### config.mk
export PLATFORM = sky130hd
export DESIGN_NAME = vga_frame_reader
export DESIGN_NICKNAME = d
export VERILOG_FILES = /design/src/rtl/vga_pkg.sv /design/src/rtl/vga_timing.sv /design/src/rtl/vga_frame_reader.sv
export SDC_FILE = /design/constraint.sdc
export NUM_CORES = 1
export LEC_CHECK = 0
export ABC_AREA = 0
export CAP_MARGIN = 15
export CORE_MARGIN = 1.5
export CORE_UTILIZATION = 40
export CTS_CLUSTER_DIAMETER = 30
export DETAILED_ROUTE_END_ITERATION = 8
export PLACE_DENSITY_LB_ADDON = 0.05
export SLEW_MARGIN = 5
export SYNTH_ARGS = -nofsm -noshare
export SYNTH_HDL_FRONTEND = slang
export SYNTH_HIERARCHICAL = 1
export SYNTH_SLANG_ARGS = --single-unit
### constraint.sdc
create_clock -name clk50m -period 2.3 [get_ports clk50m]
set_input_delay 0.23 -clock clk50m [delete_from_list [all_inputs] [get_ports clk50m]]
set_output_delay 0.23 -clock clk50m [all_outputs]
set_load 0.02 [all_outputs]
### src/rtl/vga_pkg.sv
// VGA timing constants, pixel flag bundle and range helper
// shared by the frame reader and its timing generator.
package vga_pkg;

  localparam int H_VIS  = 640;
  localparam int H_FP   = 16;
  localparam int H_SYNC = 96;
  localparam int H_BP   = 48;
  localparam int H_TOT  = 800;

  localparam int V_VIS  = 480;
  localparam int V_FP   = 10;
  localparam int V_SYNC = 2;
  localparam int V_BP   = 33;
  localparam int V_TOT  = 525;

  localparam int IMG_W  = 128;
  localparam int IMG_H  = 128;
  localparam int RGB_W  = 12;

  typedef logic [RGB_W-1:0] rgb_t;

  typedef struct packed {
    logic vis;
    logic win;
    logic hsync;
    logic vsync;
  } pix_flags_t;

  // lo <= c < lo+len, evaluated in 32-bit space
  function automatic logic in_span(
    input logic [9:0] c,
    input int         lo,
    input int         len
  );
    int ci;
    ci = int'(c);
    return (ci >= lo) && (ci < lo + len);
  endfunction

endpackage

### src/rtl/vga_timing.sv
// Pixel enable, h/v counters and raw visible/sync flags.
// Ports: clk50m, rst in; pix_en, hcnt, vcnt, visible, hsync, vsync out.
module vga_timing
  import vga_pkg::*;
#(
  parameter int HVIS  = H_VIS,
  parameter int HFP   = H_FP,
  parameter int HSYNC = H_SYNC,
  parameter int HBP   = H_BP,
  parameter int VVIS  = V_VIS,
  parameter int VFP   = V_FP,
  parameter int VSYNC = V_SYNC,
  parameter int VBP   = V_BP
) (
  input  logic       clk50m,
  input  logic       rst,
  output logic       pix_en,
  output logic [9:0] hcnt,
  output logic [9:0] vcnt,
  output logic       visible,
  output logic       hsync,
  output logic       vsync
);

  localparam int HTOT = HVIS + HFP + HSYNC + HBP;
  localparam int VTOT = VVIS + VFP + VSYNC + VBP;

  localparam logic [9:0] H_LAST = 10'(HTOT - 1);
  localparam logic [9:0] V_LAST = 10'(VTOT - 1);

  logic h_wrap;
  logic v_wrap;

  assign h_wrap = (hcnt == H_LAST);
  assign v_wrap = (vcnt == V_LAST);

  always_ff @(posedge clk50m or posedge rst) begin
    if (rst) pix_en <= 1'b0;
    else     pix_en <= ~pix_en;
  end

  always_ff @(posedge clk50m or posedge rst) begin
    if (rst) begin
      hcnt <= '0;
      vcnt <= '0;
    end else if (pix_en) begin
      if (h_wrap) begin
        hcnt <= '0;
        vcnt <= v_wrap ? '0 : vcnt + 10'd1;
      end else begin
        hcnt <= hcnt + 10'd1;
      end
    end
  end

  assign visible = in_span(hcnt, 0, HVIS)
                 && in_span(vcnt, 0, VVIS);
  assign hsync   = in_span(hcnt, HVIS + HFP, HSYNC);
  assign vsync   = in_span(vcnt, VVIS + VFP, VSYNC);

endmodule

### src/rtl/vga_frame_reader.sv
// Scans a 128x128 framebuffer at 2x into a 640x480 VGA raster.
// Ports: clk50m, rst, vdata in; vaddr, vgar/g/b, hs, vs out.
module vga_frame_reader
  import vga_pkg::*;
#(
  parameter int   IMG_X0 = 192,
  parameter int   IMG_Y0 = 112,
  parameter rgb_t BG_RGB = 12'h000,
  parameter int   HVIS   = H_VIS,
  parameter int   HFP    = H_FP,
  parameter int   HSYNC  = H_SYNC,
  parameter int   HBP    = H_BP,
  parameter int   VVIS   = V_VIS,
  parameter int   VFP    = V_FP,
  parameter int   VSYNC  = V_SYNC,
  parameter int   VBP    = V_BP
) (
  input  logic             clk50m,
  input  logic             rst,
  input  logic [RGB_W-1:0] vdata,
  output logic [15:0]      vaddr,
  output logic [3:0]       vgar,
  output logic [3:0]       vgag,
  output logic [3:0]       vgab,
  output logic             hs,
  output logic             vs
);

  localparam int WIN_W = 2 * IMG_W;
  localparam int WIN_H = 2 * IMG_H;

  logic       pix_en;
  logic [9:0] hcnt;
  logic [9:0] vcnt;
  logic       visible;
  logic       hsync;
  logic       vsync;

  vga_timing #(
    .HVIS  (HVIS),
    .HFP   (HFP),
    .HSYNC (HSYNC),
    .HBP   (HBP),
    .VVIS  (VVIS),
    .VFP   (VFP),
    .VSYNC (VSYNC),
    .VBP   (VBP)
  ) u_timing (
    .clk50m  (clk50m),
    .rst     (rst),
    .pix_en  (pix_en),
    .hcnt    (hcnt),
    .vcnt    (vcnt),
    .visible (visible),
    .hsync   (hsync),
    .vsync   (vsync)
  );

  logic       in_win;
  logic [6:0] xs;
  logic [6:0] ys;
  pix_flags_t f0;
  pix_flags_t f1;
  rgb_t       rgb_nxt;
  rgb_t       rgb_q;

  assign in_win = in_span(hcnt, IMG_X0, WIN_W)
                && in_span(vcnt, IMG_Y0, WIN_H);

  // window offset halved: each image pixel covers 2x2
  assign xs = 7'((hcnt - 10'(IMG_X0)) >> 1);
  assign ys = 7'((vcnt - 10'(IMG_Y0)) >> 1);

  assign f0 = '{
    vis:   visible,
    win:   in_win,
    hsync: hsync,
    vsync: vsync
  };

  // address stage; vaddr holds outside the window
  always_ff @(posedge clk50m or posedge rst) begin
    if (rst) begin
      vaddr <= '0;
      f1    <= '0;
    end else if (pix_en) begin
      f1 <= f0;
      if (in_win) vaddr <= {2'b00, ys, xs};
    end
  end

  always_comb begin
    rgb_nxt = '0;
    unique case (1'b1)
      (f1.vis &&  f1.win): rgb_nxt = vdata;
      (f1.vis && !f1.win): rgb_nxt = BG_RGB;
      default:             rgb_nxt = '0;
    endcase
  end

  // colour stage, aligned with returned vdata
  always_ff @(posedge clk50m or posedge rst) begin
    if (rst) begin
      rgb_q <= '0;
      hs    <= 1'b1;
      vs    <= 1'b1;
    end else if (pix_en) begin
      rgb_q <= rgb_nxt;
      hs    <= ~f1.hsync;
      vs    <= ~f1.vsync;
    end
  end

  assign vgar = rgb_q[11:8];
  assign vgag = rgb_q[7:4];
  assign vgab = rgb_q[3:0];

endmodule
* After elaboration in Yosys (flattened, before gate mapping)
Cells that the tools add are included.
Cells by class: $add $sub $neg 4, magnitude comparators 10, eq/ne operators 2, multiplexer cells 3, bitwise operators 3, reductions and logical operators 9
Operators by type and width (number):
- $lt A10 B9 Y1 const B | 4
- $add A10 B1 Y10 const B | 2
- $eq A10 B10 Y1 const B | 2
- $lt A10 B10 Y1 const B | 2
- $mux W10 | 2
- $mux W12 | 1
- $ge A10 B10 Y1 const B | 1
- $ge A10 B7 Y1 const B | 1
- $ge A10 B8 Y1 const B | 1
- $ge A10 B9 Y1 const B | 1
- $sub A8 B7 Y8 const B | 1
- $sub A8 B8 Y8 const B | 1
- $logic_and A1 B1 Y1 | 7
- $reduce_and A2 Y1 | 2
- $not A1 Y1 | 3
Word-level totals: flip-flop bits (word level) 53, input bits 14, output and inout port bits 30, word-level logic and storage cells 42

* Longest topological paths before layout
Gate-level depths: netlist of the first run.
word-level depth 4, mapped depth 7, depth with buffers taken out 6

* Modules after synthesis
Netlist of the first run, hierarchy kept.
By module, submodules not included:
- vga_frame_reader | times used 1, cells each 112, area an instance 1376.3 sq um, seq. area each 803.3 sq um
- vga_timing | times used 1, cells each 114, area an instance 1162.4 sq um, seq. area each 525.5 sq um

* Worst setup path after synthesis of the first run
OpenSTA, ideal clock, no wires.
path kind flip-flop to flip-flop, start point reg u_timing.vcnt[4], end point reg vaddr[0], setup time 0.125 ns, data arrival time 1.551 ns, data required time 2.175 ns, slack 0.624 ns, cell stages (with the launch flop) 7, path buffers 1, clock period less this slack 1.676 ns, path through dfrtp_1 ha_1 a21oi_2 xnor2_2 nand3_4 buf_6 mux2_4
Between the ends: longest elaborated chain between the ends 4, elaborated cells on any way between the ends 5, those cells by class 2 x order compare; 3 x reduce/logical
RTL lines:
- start, declared | RTL line vga_timing.sv:19 | output logic [9:0] vcnt,
- start signal, assigned | RTL line vga_timing.sv:49 | vcnt <= v_wrap ? '0 : vcnt + 10'd1;
- $ge A10 B7 Y1 / $lt A10 B9 Y1 (equally long branches) | RTL line vga_pkg.sv:38 | return (ci >= lo) && (ci < lo + len);
- $logic_and A1 B1 Y1 * | RTL line vga_pkg.sv:38
- $logic_and A1 B1 Y1 * | RTL line vga_frame_reader.sv:68 | && in_span(vcnt, IMG_Y0, WIN_H);
- $reduce_and A2 Y1 (no line) *
- end signal, assigned | RTL line vga_frame_reader.sv:88 | if (in_win) vaddr <= {2'b00, ys, xs};
- end, declared | RTL line vga_frame_reader.sv:21 | output logic [15:0] vaddr,
Mark *: on every way between the ends. The rest lies on a longest branch, timed or not. A chain may end at the register's enable or synchronous reset.

* Final worst setup path of the first run
start point reg u_timing.vcnt[4], end point reg vaddr[12]
Between the ends: longest elaborated chain between the ends 4, elaborated cells on any way between the ends 6, those cells by class 1 x add/sub; 2 x order compare; 3 x reduce/logical
RTL lines (RTL line):
- $ge A10 B7 Y1 / $lt A10 B9 Y1 (equally long branches) | vga_pkg.sv:38
- $logic_and A1 B1 Y1 | vga_pkg.sv:38
- $logic_and A1 B1 Y1 | vga_frame_reader.sv:68
- $reduce_and A2 Y1 (no line)
Several ways; a longest one is shown, not always the timed one.

==> metrics.md, run 1 <==
| Metric | Value |
|---|---|
| Fmax | 0.545 GHz |
| # rows | 28 |
| Synth async-reset ratio | 100% |
| First-pass GRT wire length | 7860 µm |
| CTS tree | built |
| Worst Reg-to-Reg Cells | 5 |
| First-pass DRT Iterations | 4 |
| Ranking of synthesized cells by area | dfrtp_1 50%, mux2_4 4.7%, inv_1 3.7% |
| Post-DP HPWL | 3300 µm |
| Fin crit share | 79.7% |
| Yosys cell types | 45 |
| CP max FO | 15 |
| Die area | 6830 µm² |
| Area Overhead vs Synth | 23.1% |
| Vias/cell | 4.89 |
| I/O pins | 44 |
| FF/Latch Area | 1330 µm² |
| Port Buffer Count | 41 |
| Antenna violations before repair | 0 |
| Multi-input gate area | 1050 µm² |
| Nets | 289 |
| Static Leakage | 1.47 nW |
| Die height | 82.7 µm |
| Worst path arrival time | 2.02 ns |
| CTS max path bufs | 2 |
| Post-synth design cell area | 2540 µm² |
| Remaining antenna violation count | 0 |
| Largest net degree at the start of global routing | 33 |
| GP Congestion | 0.761 |
| Syn Area/Cell | 11.2 µm² |
| Power density over the cells | 518 nW/µm² |
| Final hold vios | 0 |
| R2R Path Start | u_timing/vcnt[4]$_DFFE_PP0P_ |
| Synth Register Bits | 53 |
| Hold Path Class | in2async |
| Final Slew Violations | 0 |
| CTS H-Tree Depth | 2 |
| Clock transition at path regs | 0.09 ns |
| Cts hold-fix bufs | 0 |
| Crit start category | register |
| Antenna cells | 0 |
| Top-count cell post-synth | dfrtp_1 |
| DRC | 0 |
| Largest area contributor in the netlist | dfrtp_1 |
| Post-layout min period | 1.83 ns |
| Outcome | completed |
| GR Overflow Total | 0 |
| Overall Power | 1.62 mW |
| Total of max-cap violations | 0 |
| Layout cells sized above 1 | 13.3% |
| Setup violations, final | 0 |
| Wire length per cell | 13.4 µm |
| Cts repair resizes | 0 |
| Die span in x | 82.7 µm |
| Starting Density | 42.1% |
| Post-synth top cells | 51 x dfrtp_1, 25 x inv_1, 22 x nand2_1, 18 x o21ai_0 |
| Peak supply drop | 0.000310 V |
| Postcts setup bufs | 0 |
| Placeable Area | 6030 µm² |
| Total CTS buffers | 5 |
| Worst Clk Skew | 0.00732 ns |
| Vias in the first global route | 1,636 |
| Register area share after synthesis | 52.3% |
| Fillcell total | 560 |
| R2r setup slk | 0.47 ns |
| Area share of the largest cell type after synthesis | 50.3% |
| Worst-Skew Late Latency | 0.30 ns |
| Root Buffer | clkbuf_8 |
| Setup tns final | 0 ns |
| Via count | 1,688 |
| Reg-to-Reg End | vaddr[12]$_DFFE_PP0P_ |
| Ys Warns | 6 |
| Unrepaired setup endpoints after global routing | no |
| Crit path required time | 2.48 ns |
| Number of synthesized flops with an enable pin | 0 |
| Syn Inst Count | 226 |
| CTS Sinks | 53 |
| Crit Path Category | reg2reg |
| GRT Overall Usage | 15.3% |
| Ys flop type | dfrtp_1 |
| CP endpoint kind | register |
| Initial drt markers | 44 |
| Routed wire length | 4630 µm |
==> where the power goes <==
group	switching (mW)	leakage [nW]	internal, mW
registers	0	0.714	0.931
clock network	0.287	0.0585	0.355
logic	0.0239	0.693	0.0218
total	0.311	1.47	1.31
==> cell families after synthesis <==
| kind of cell | Yosys count | synth area share [%] |
|---|---|---|
| flip-flops | 53 | 52.3 |
| other | 1 | 0.148 |
| AO/OA/AOI/OAI | 31 | 7.39 |
| XOR/XNOR | 13 | 4.78 |
| multiplexers | 22 | 10.7 |
| AND/OR/NAND/NOR | 65 | 15.3 |
| buffers and inverters | 35 | 6.41 |
| adder cells (fa/ha/maj) | 6 | 2.96 |
==> layout by cell type (no fill, tap or decap), types with 7 or more instances in the layout <==
master	count
nand2_1	22
inv_1	25
clkdlybuf4s50_1	41
mux2_4	8
dfrtp_1	51
xnor2_1	8
o21ai_0	18
mux2_2	7
nand3_1	8
==> layer usage <==
| layer | vias up | global-route usage [%] | share of wire [%] |
|---|---|---|---|
| li1 | 848 | - | - |
| met2 | 35 | 23.3 | 44 |
| met4 | 0 | 5.50 | 1.4 |
| met5 | - | 0 | 0 |
| met3 | 6 | 3.52 | 4.8 |
| met1 | 799 | 21.3 | 50 |
==> critical path: stages, from the launching register on <==
cell,delay (ns)
dfrtp_1,0.48
ha_1,0.27
a21oi_2,0.16
xnor2_2,0.14
nand3_4,0.26
mux2_1,0.39
==> layout make-up <==
class                   count  share of cell area, %
inverters                  25                   3.00
well taps                  75                   3.00
repair buffers             45                   14.1
multi-input cells         139                   33.6
flip-flops and latches     53                   42.5
clock inverters             1                  0.961
clock buffers               7                   2.76
==> worst max-delay path by stage <==
stage                                 start               endpoint
2_1_floorplan  u_timing/vcnt[4]$_DFFE_PP0P_   vaddr[0]$_DFFE_PP0P_
3_3_place_gp   u_timing/hcnt[6]$_DFFE_PP0P_   vaddr[8]$_DFFE_PP0P_
3_5_place_dp   u_timing/vcnt[4]$_DFFE_PP0P_  vaddr[12]$_DFFE_PP0P_
4_1_cts        u_timing/vcnt[4]$_DFFE_PP0P_  vaddr[12]$_DFFE_PP0P_
5_1_grt        u_timing/vcnt[4]$_DFFE_PP0P_  vaddr[12]$_DFFE_PP0P_
6_report       u_timing/vcnt[4]$_DFFE_PP0P_  vaddr[12]$_DFFE_PP0P_
==> stage by stage <==
| stage | cell area, µm² | worst slack (ns) | hold slack [ns] | util (%) | std cells |
|---|---|---|---|---|---|
| 5_1_grt | 3120 | 0.337 | 0.338 | 51.8 | 345 |
| 3_5_place_dp | 3010 | 0.461 | 0.416 | 49.9 | 337 |
| 3_3_place_gp | 3010 | 0.484 | 0.399 | 49.9 | 337 |
| 6_report | 3120 | 0.467 | 0.281 | 51.8 | 345 |
| 2_1_floorplan | 2540 | 0.624 | 0.207 | - | 227 |
| 4_1_cts | 3120 | 0.444 | 0.283 | 51.8 | 345 |
==> state kept, by name (all words and copies together) (netlist names) <==
register,count
vaddr,14
rgb_q,12
u_timing/hcnt,10
u_timing/vcnt,10
f1,4
hs,1
u_timing/pix_en,1
vs,1
No activity file was read; power rests on OpenSTA's default activity.
==> run 2, diff against run 1 <==
- clock period: 2.3 -> 1.55 ns (I/O delays scaled with it)
==> metrics.md, run 2 (synthesized netlist as in run 1, its figures left out) <==
| Metric | Value |
|---|---|
| Static Leakage | 1.62 nW (+11%) |
| First-pass GRT wire length | 8220 µm (+4.6%) |
| Layout cells sized above 1 | 27.6% (+14 points) |
| Largest regs | vaddr x14, rgb_q x12 |
| # rows | 28 (unchanged) |
| Unrepaired setup endpoints after global routing | yes |
| Crit path required time | 1.75 ns (-0.73 ns) |
| Clock transition at path regs | 0.09 ns (about the same) |
| Cell with the largest stage delay on the worst path | dfrtp_2 |
| Outcome | complete, but fails checks |
| Largest net degree at the start of global routing | 28 (-15%) |
| Fmax | 0.625 GHz (+15%) |
| GR Overflow Total | 0 (unchanged) |
| Die span in x | 82.7 µm (unchanged) |
| CP Depth | 6 (+1) |
| Design Area, Final | 3440 µm² (+10%) |
| GP Congestion | 0.794 (+4.3%) |
| Placeable Area | 6030 µm² (unchanged) |
| Reg-to-Reg End | vaddr[12]$_DFFE_PP0P_ |
| Post-Place Worst Slack | -0.0722 ns (-0.533 ns) |
| Setup tns final | -0.451 ns (-0.451 ns) |
| CP endpoint kind | register |
| Final hold vios | 0 (unchanged) |
| R2r setup slk | -0.05 ns (-0.52 ns) |
| Antenna cells | 0 (unchanged) |
| Largest stage delay on the critical path | 0.46 ns (-0.02 ns) |
| Worst Reg-to-Reg Cells | 6 (+1) |
| Post-DP HPWL | 3660 µm (+11%) |
| Wire length per cell | 13.4 µm (-0.36%) |
| Cts hold-fix bufs | 0 (unchanged) |
| DRC | 0 (unchanged) |
| Post-layout min period | 1.60 ns (-0.233 ns) |
| Die height | 82.7 µm (unchanged) |
| Area Overhead vs Synth | 35.5% |
| Setup WS post-layout | -0.0498 ns (-0.517 ns) |
| Dpl cell area | 3270 µm² (+8.6%) |
| Die area | 6830 µm² (unchanged) |
| CTS max path bufs | 2 (unchanged) |
| CTS H-Tree Depth | 2 (unchanged) |
| Final Core Density | 57.1% (+5.2 points) |
| Starting Density | 42.1% (unchanged) |
| Vias in the first global route | 1,772 (+8.3%) |
| First-pass DRT Iterations | 4 (unchanged) |
| Bufs and invs on worst path | 1 (+1) |
| Via count | 1,854 (+9.8%) |
| Final Slew Violations | 0 (unchanged) |
| Port Buffer Count | 41 (unchanged) |
| Crit Path Category | reg2reg |
| Overall Power | 2.23 mW (+38%) |
| Remaining antenna violation count | 0 (unchanged) |
| Worst path arrival time | 1.80 ns (-0.22 ns) |
| Initial drt markers | 84 (+91%) |
| Final std cells w/o fill | 376 (+9.0%) |
| Worst-Skew Late Latency | 0.31 ns (about the same) |
| Total of max-cap violations | 0 (unchanged) |
| Critical-path cell list | ha_4 -> xnor2_2 -> nor3_2 -> nand3_4 -> buf_12 -> mux2_4 |
| Failing checks | setup timing |
| Antenna violations before repair | 0 (unchanged) |
| Power density over the cells | 648 nW/µm² (+25%) |
| Vias/cell | 4.93 (+0.78%) |
| CTS tree | built |
| Commonest non-fill, non-tap cell in the layout | dfrtp_1 |
| CP max FO | 15 (unchanged) |
| Most flop-heavy register | vaddr |
| Fillcell total | 536 (-4.3%) |
| Crit start category | register |
| Worst Clk Skew | 0.0119 ns (+0.00458 ns) |
| Root Buffer | clkbuf_8 |
| Hold Path Class | in2async |
| CTS Sinks | 53 (unchanged) |
| Routed wire length | 5030 µm (+8.6%) |
| Max reg flops | 14 (unchanged) |
| Placed cell count | 365 (+8.3%) |
| Fin crit share | 103% (+24 points) |
| I/O pins | 44 (unchanged) |
| Most frequent cells in the layout | 49 x dfrtp_1, 39 x clkdlybuf4s50_1, 29 x buf_4 |
| Final hold slack | 0.107 ns (-0.174 ns) |
| Peak supply drop | 0.000329 V (+6.3%) |
| Total CTS buffers | 5 (unchanged) |
| Nets | 320 (+11%) |
| GRT Overall Usage | 16.1% (+0.84 points) |
| CP delay by family, top | flip-flops |
| R2R Path Start | u_timing/hcnt[6]$_DFFE_PP0P_ |
| Setup violations, final | 15 (+15) |
[run 2: cell type report]
type                       count  area, µm²  area share [%]
sequential                    53       1330            38.7
multi-input combinational    139       1120            32.6
timing repair buffer          76        713            20.7
inverter                      25       93.8            2.73
tap                           75       93.8            2.73
clock buffer                   5       68.8            2.00
clock inverter                 3       17.5           0.509
[run 2: power by group]
group / switching (mW) / leakage, nW / internal (mW) / total [mW]
clock network: 0.462 / 0.0439 / 0.313 / 0.775
registers: 0 / 0.711 / 1.38 / 1.38
logic: 0.0362 / 0.869 / 0.0357 / 0.0719
total: 0.498 / 1.62 / 1.73 / 2.23
[run 2: layer usage]
layer	vias up	part of all wire [%]	global-route usage (%)
li1	916	-	-
met5	-	0	0
met3	11	5.3	3.96
met4	0	2.3	6.67
met2	47	44	24.5
met1	880	48	22.0
[run 2: worst max path at each step]
stage | start | end
2_1_floorplan | u_timing/vcnt[4]$_DFFE_PP0P_ | vaddr[0]$_DFFE_PP0P_
5_1_grt | u_timing/hcnt[6]$_DFFE_PP0P_ | vaddr[2]$_DFFE_PP0P_
6_report | u_timing/hcnt[6]$_DFFE_PP0P_ | vaddr[12]$_DFFE_PP0P_
4_1_cts | u_timing/hcnt[6]$_DFFE_PP0P_ | vaddr[1]$_DFFE_PP0P_
3_3_place_gp | u_timing/hcnt[6]$_DFFE_PP0P_ | vaddr[8]$_DFFE_PP0P_
3_5_place_dp | u_timing/hcnt[6]$_DFFE_PP0P_ | vaddr[12]$_DFFE_PP0P_
[run 2: timing repair]
action                     4_1_cts  5_1_grt
hold endpoints to repair         0        0
pin swaps                        2        7
gates resized for setup          8        9
cloned                           0        1
setup buffers                    1        1
setup endpoints to repair       20       23
==> run 3, diff against run 2 <==
- CTS_CLUSTER_DIAMETER: 30 -> unset
==> results of run 3 <==
Final layout, timing and power as in run 2 (identical DEF).
